$ cat config.mk
export PLATFORM = sky130hd
export DESIGN_NAME = prog_loader
export DESIGN_NICKNAME = d
export VERILOG_FILES = /design/src/rtl/prog_loader.sv
export SDC_FILE = /design/constraint.sdc
export NUM_CORES = 1
export LEC_CHECK = 0
export CORE_MARGIN = 2
export CORE_UTILIZATION = 55
export CTS_BUF_LIST = sky130_fd_sc_hd__clkbuf_4
export CTS_CLUSTER_DIAMETER = 150
export DETAILED_ROUTE_END_ITERATION = 7
export HOLD_SLACK_MARGIN = 0.05
export PLACE_DENSITY = 0.8
export SETUP_SLACK_MARGIN = 0.2
export SYNTH_ARGS = -nofsm -noshare
export SYNTH_HDL_FRONTEND = slang
export SYNTH_SLANG_ARGS = --single-unit
$ cat constraint.sdc
create_clock -name clk -period 2.75 [get_ports clk]
set_input_delay 0.6875 -clock clk [delete_from_list [all_inputs] [get_ports clk]]
set_output_delay 0.6875 -clock clk [all_outputs]
set_load 0.05 [all_outputs]
$ cat src/rtl/prog_loader.sv
// Byte-serial program loader: frames a 16-bit word count, assembles big-endian words,
// writes them to program memory and holds the CPU in reset until the image is complete.
// Optional trailing XOR checksum byte is enabled by defining PROG_LOADER_CHECKSUM_EN.
module prog_loader #(
   parameter int ADDR_W = 10
) (
   input  logic              clk,
   input  logic              reset,
   input  logic              start,
   input  logic [7:0]        byte_in,
   input  logic              byte_valid,
   output logic              byte_ready,
   output logic              mem_we,
   output logic [ADDR_W-1:0] mem_addr,
   output logic [15:0]       mem_wdata,
   output logic              cpu_reset,
   output logic              done,
   output logic              error
);

   typedef enum logic [3:0] {
      S_IDLE,
      S_LEN_HI,
      S_LEN_LO,
      S_DATA_HI,
      S_DATA_LO,
      S_WRITE,
`ifdef PROG_LOADER_CHECKSUM_EN
      S_CHECK,
`endif
      S_DONE,
      S_ERR
   } state_t;

   localparam logic [16:0]       MAX_WORDS = 17'(1) << ADDR_W;
   localparam logic [ADDR_W:0]   IDX_ONE   = 1;

   state_t            state_reg;
   logic [ADDR_W:0]   idx_reg;
   logic [15:0]       len_reg;
   logic [7:0]        hi_reg;
`ifdef PROG_LOADER_CHECKSUM_EN
   logic [7:0]        csum_reg;
`endif

   logic              xfer;
   logic [15:0]       len_word;
   logic              len_bad;
   logic [16:0]       idx_inc_ext;
   logic              last_word;

   always_comb begin
      byte_ready = 1'b0;
      case (state_reg)
         S_LEN_HI, S_LEN_LO, S_DATA_HI, S_DATA_LO: byte_ready = 1'b1;
`ifdef PROG_LOADER_CHECKSUM_EN
         S_CHECK:                                  byte_ready = 1'b1;
`endif
         default:                                  byte_ready = 1'b0;
      endcase
   end

   assign xfer        = byte_valid & byte_ready;
   assign len_word    = {hi_reg, byte_in};
   assign len_bad     = (len_word == 16'd0) || ({1'b0, len_word} > MAX_WORDS);
   // Index is one bit wider than the address so a full 2^ADDR_W image ends without wrapping.
   assign idx_inc_ext = 17'(idx_reg) + 17'd1;
   assign last_word   = (idx_inc_ext == {1'b0, len_reg});

   always_ff @(posedge clk or negedge reset) begin
      if (!reset) begin
         state_reg <= S_IDLE;
         idx_reg   <= '0;
         len_reg   <= '0;
         hi_reg    <= '0;
`ifdef PROG_LOADER_CHECKSUM_EN
         csum_reg  <= '0;
`endif
         mem_we    <= 1'b0;
         mem_addr  <= '0;
         mem_wdata <= '0;
         cpu_reset <= 1'b1;
         done      <= 1'b0;
         error     <= 1'b0;
      end else begin
         mem_we <= 1'b0;
         case (state_reg)
            S_IDLE: begin
               if (start) begin
                  state_reg <= S_LEN_HI;
                  idx_reg   <= '0;
`ifdef PROG_LOADER_CHECKSUM_EN
                  csum_reg  <= '0;
`endif
               end
            end
            S_LEN_HI: begin
               if (xfer) begin
                  hi_reg    <= byte_in;
                  state_reg <= S_LEN_LO;
               end
            end
            S_LEN_LO: begin
               if (xfer) begin
                  len_reg <= len_word;
                  if (len_bad) begin
                     state_reg <= S_ERR;
                     error     <= 1'b1;
                  end else begin
                     state_reg <= S_DATA_HI;
                  end
               end
            end
            S_DATA_HI: begin
               if (xfer) begin
                  hi_reg    <= byte_in;
`ifdef PROG_LOADER_CHECKSUM_EN
                  csum_reg  <= csum_reg ^ byte_in;
`endif
                  state_reg <= S_DATA_LO;
               end
            end
            S_DATA_LO: begin
               if (xfer) begin
                  mem_we    <= 1'b1;
                  mem_addr  <= idx_reg[ADDR_W-1:0];
                  mem_wdata <= {hi_reg, byte_in};
`ifdef PROG_LOADER_CHECKSUM_EN
                  csum_reg  <= csum_reg ^ byte_in;
`endif
                  state_reg <= S_WRITE;
               end
            end
            S_WRITE: begin
               idx_reg <= idx_reg + IDX_ONE;
               if (last_word) begin
`ifdef PROG_LOADER_CHECKSUM_EN
                  state_reg <= S_CHECK;
`else
                  state_reg <= S_DONE;
                  done      <= 1'b1;
                  cpu_reset <= 1'b0;
`endif
               end else begin
                  state_reg <= S_DATA_HI;
               end
            end
`ifdef PROG_LOADER_CHECKSUM_EN
            S_CHECK: begin
               if (xfer) begin
                  if (byte_in == csum_reg) begin
                     state_reg <= S_DONE;
                     done      <= 1'b1;
                     cpu_reset <= 1'b0;
                  end else begin
                     state_reg <= S_ERR;
                     error     <= 1'b1;
                  end
               end
            end
`endif
            S_DONE, S_ERR: begin
               if (start) begin
                  state_reg <= S_LEN_HI;
                  idx_reg   <= '0;
`ifdef PROG_LOADER_CHECKSUM_EN
                  csum_reg  <= '0;
`endif
                  done      <= 1'b0;
                  error     <= 1'b0;
                  cpu_reset <= 1'b1;
               end
            end
            default: state_reg <= S_IDLE;
         endcase
      end
   end

endmodule

---- Word level (Yosys, flattened, before mapping) ----
Index checks and enable logic that the tools add are counted.
W data, S select, Z words.
word-level totals
  register bits ........................... 69
  bits in latches ......................... 0
  bits in writable memories ............... 0
  memory bits (read-only) ................. 0
  bits of input ports ..................... 12
  output and inout bits ................... 31
  word-level logic and storage cells ...... 69
  memories kept ........................... 0
cells by class
  add/subtract/negate cells ............... 2
  $mul .................................... 0
  divide/modulo/power cells ............... 0
  $lt $le $gt $ge ......................... 1
  eq/ne operators ......................... 16
  shift-type cells ........................ 0
  muxes and demuxes ....................... 22
  bitwise operators ....................... 1
  reduce and logical (&&, ||, !) cells .... 17
operators with widths
  operator                 count
  $pmux W4 S6              1
  $pmux W11 S2             1
  $mux W4                  5
  $eq A12 B16 Y1           1
  $eq A4 B3 Y1 const B     4
  $gt A16 B11 Y1 const B   1
  $logic_not A16 Y1        1
  $ne A2 B2 Y1 const B     7
  $add A11 B1 Y12 const B  1
  $add A11 B1 Y11 const B  1
  $mux W11                 1
  $mux W1                  9
  $eq A4 B2 Y1 const B     2
  $reduce_and A2 Y1        4
  $mux W3                  2
  $pmux W1 S2              3
  $reduce_bool A2 Y1       3
  $reduce_and A5 Y1        1
  $eq A4 B1 Y1 const B     1
  $logic_not A4 Y1         1
  $reduce_and A4 Y1        1
  $reduce_or A2 Y1         2
  $reduce_or A4 Y1         1
  $reduce_and A3 Y1        1
  other kinds (4)          4

---- Depth between registers and ports, before layout ----
  word-level depth ........................ 6
  depth in mapped cells ................... 7
  depth with buffers taken out ............ 7

---- Worst setup path after synthesis ----
OpenSTA, ideal clock, no wires.
  path kind ............................... register to register
  start ................................... register idx_reg[0]
  end ..................................... register cpu_reset
  setup time .............................. 0.082 ns
  arrival ................................. 2.147 ns
  required time ........................... 2.668 ns
  slack ................................... 0.521 ns
  cell stages (with the launch flop) ...... 8
  buffers on the path ..................... 0
  clock period less this slack ............ 2.229 ns
  path through ............................ dfrtp_1 > ha_1 > nand4_1 > or4_1 > a21oi_1 > o2111ai_1 > or4_4 > a21boi_1
between the ends
  longest elaborated chain between the ends .. 4
ends and longest elaborated chain
  element                             line  text
  start, declared                     39    logic [ADDR_W:0] idx_reg;
  start signal, assigned              135   idx_reg <= idx_reg + IDX_ONE;
  $add A11 B1 Y12                     67    assign idx_inc_ext = 17'(idx_reg) + 17'd1;
  $eq A12 B16 Y1                      68    assign last_word = (idx_inc_ext == {1'b0, len_reg});
  $ne A2 B2 Y1 (no source line)       n/a
  $reduce_and A3 Y1 (no source line)  n/a
  end signal, assigned                82    cpu_reset <= 1'b1;
  end signal, assigned                142   cpu_reset <= 1'b0;
  end signal, assigned                171   cpu_reset <= 1'b1;
  end, declared                       16    output logic cpu_reset,
Every way passes these cells.
A chain may end at the register's enable or synchronous reset.

---- Final worst setup path ----
  start ................................... register cpu_reset
  end ..................................... output port cpu_reset
No word-level cell between the ends.

==> flow_metrics.tcl <==
set metrics [dict create \
    grt.total_usage_pct 23.0 \
    place_inst 379 \
    die_area_um2 6410 \
    coreArea_um2 5540 \
    reg2reg_to "cpu_reset" \
    fin_cells 393 \
    ys_warn_count 0 \
    synth-seq-cells 68 \
    antenna_found_initial 0 \
    setup_viol 0 \
    place_area_um2 3740 \
    crit_type "register to output port" \
    syn_inst 271 \
    power_density_nw_per_um2 1170 \
    cts_buffers 9 \
    std_cell_rows 27 \
    critPathBufInv 1 \
    final.setup.tns_ns 0 \
    worst_ep_required_time_ns 2.06 \
    relSlewSlack_pct 64.5 \
    worst_slack_ns 0.318 \
    r2r-start "idx_reg[1]" \
    synth_top_area_share_pct 52.7 \
    syn2layout_area_growth_pct 21.3 \
    crit_chain "clkdlybuf4s50_1" \
    preCtsSetupSlack_ns -0.0199 \
    ios 43 \
    r2r_slack_ns 0.39 \
    cts_tree "done" \
    ys.flop_type "dfrtp_1" \
    yosysSeqAreaShare_pct 53.5 \
    cts-root-buf "clkbuf_4" \
    timing.hold.ws_ns 0.255 \
    synth_top_cell_by_area "dfrtp_1" \
    maxCapViolCount 0 \
    insertion_delay_ns 0.41 \
    slowest_stage "clkdlybuf4s50_1" \
    total_power_mw 4.53 \
    die_x_um 80.1 \
    max_freq_ghz 0.411 \
    syn-num-nets 284 \
    grt_max_degree 69 \
    ant_nets 0 \
    skew_ns 0.00884 \
    nFillCells 423 \
    fin_area_um2 3860 \
    critPathCaptureType "output port" \
    drc 0 \
    die_y_um 80.1 \
    path_clk_slew_ns 0.11 \
    synth.area.top_cells "dfrtp_1, mux2_2, o21ai_0" \
    utilization_pct 69.7 \
    syn-cell-area_um2 3180 \
    slowest_delay_ns 0.79 \
    port_buffers 42 \
    synth.distinct_cells 45 \
    post-route-period-util_pct 88.5 \
    wl_per_cell_um 17.1 \
    critPathTopFamily "buffers and inverters" \
    cts_sinks 68 \
    post_cts_buffers 0 \
    yosys.cell_count.top_type "dfrtp_1" \
    cp_max_fo 2 \
    layout-drive-gt1-share_pct 24.9 \
    start_kind "register" \
    synth-async-reset-ratio_pct 100 \
    cp.arrival_ns 1.74 \
    viasPerCell 5.95 \
    post-route-min-period_ns 2.43 \
    via_count 2337 \
    worst_pin_slew_ns 0.533 \
    rsz0062_at_grt "no" \
    insertedDiodeCount 0 \
    wl_mm 6.71 \
    ctsResizeCount 0 \
    status "completed" \
    h-tree-depth 3 \
    startpoint "cpu_reset" \
    slew_viol_final 0 \
    cts_buffer_depth 2 \
    syn_area_per_cell_um2 11.7 \
    place_hpwl_mm 4.62 \
    drt-initial-drc-count 195 \
    grt_pass1_wl_mm 11.0 \
    nNetsFinal 331 \
    first_global_vias 2295 \
    reg2reg_depth 7 \
    hold_class "input pin to async pin" \
    synth.top_cells.by_count "dfrtp_1, mux2_2, o21ai_0" \
    hold_violations 0 \
    start_util_pct 57.5 \
    cts-hold-fix-buffers 0 \
    place_congestion 0.805 \
    ir_drop_v 0.000714 \
    firstDrtPassIters 4 \
    synth-edff-count 0 \
    gr-total-overflow 0 \
    leakagePower_nw 1.65 \
]
==> logic make-up after synthesis <==
logic type      synth area share [%]
compound gates                  9.67
xor+xnor                        4.01
mux                             18.3
buf+inv                         2.20
simple gates                    11.9
flops                           53.5
fa+ha+maj                      0.393
==> worst max path at each step <==
stage	slack [ns]	end	depth (start not counted)
floorplan	0.52	cpu_reset	7
global placement	0.05	cpu_reset	7
detailed placement	-0.02	cpu_reset	7
finish	0.32	cpu_reset	1
global route	0.26	cpu_reset	1
CTS	0.29	cpu_reset	1
==> power by group <==
group          total, mW  internal [mW]  switching [mW]  leakage, nW
sequential          1.77           1.40           0.372        0.859
clock              0.617          0.264           0.353       0.0637
combinational       2.14          0.915            1.23        0.725
total               4.53           2.58            1.95         1.65
==> final cells by class <==
class / count / area [um2] / area share, %
repair buffers: 51 / 505 / 13.1
well taps: 72 / 90.1 / 2.33
clock buffers: 9 / 67.6 / 1.75
inverters: 2 / 7.51 / 0.194
clock inverters: 5 / 55.1 / 1.43
flip-flops and latches: 68 / 1700 / 44.1
multi-input cells: 186 / 1430 / 37.1
==> per-layer routing <==
layer  wire, um  share of wire, %  GRT usage, %  vias to the layer above
met2       3280                49          35.5                       82
met1       2890                43          31.0                     1150
met4        159               2.4          10.7                        0
li1           -                 -             -                     1090
met3        381               5.7          5.39                       15
met5          0                 0             0                        -
==> placed cells by master (no fill, tap or decap), drive strengths merged, types with 3 or more instances in the layout <==
master,count
mux2,50
nor2,17
o31ai,4
xor2,4
and3,4
nand3,14
clkbuf,9
buf,11
nor4,4
a21oi,7
nor2b,5
nor3,4
o21ai,19
nand2,14
clkdlybuf4s50,40
dfrtp,67
o2111ai,3
xnor2,8
Power figures use the tool's default switching activity.
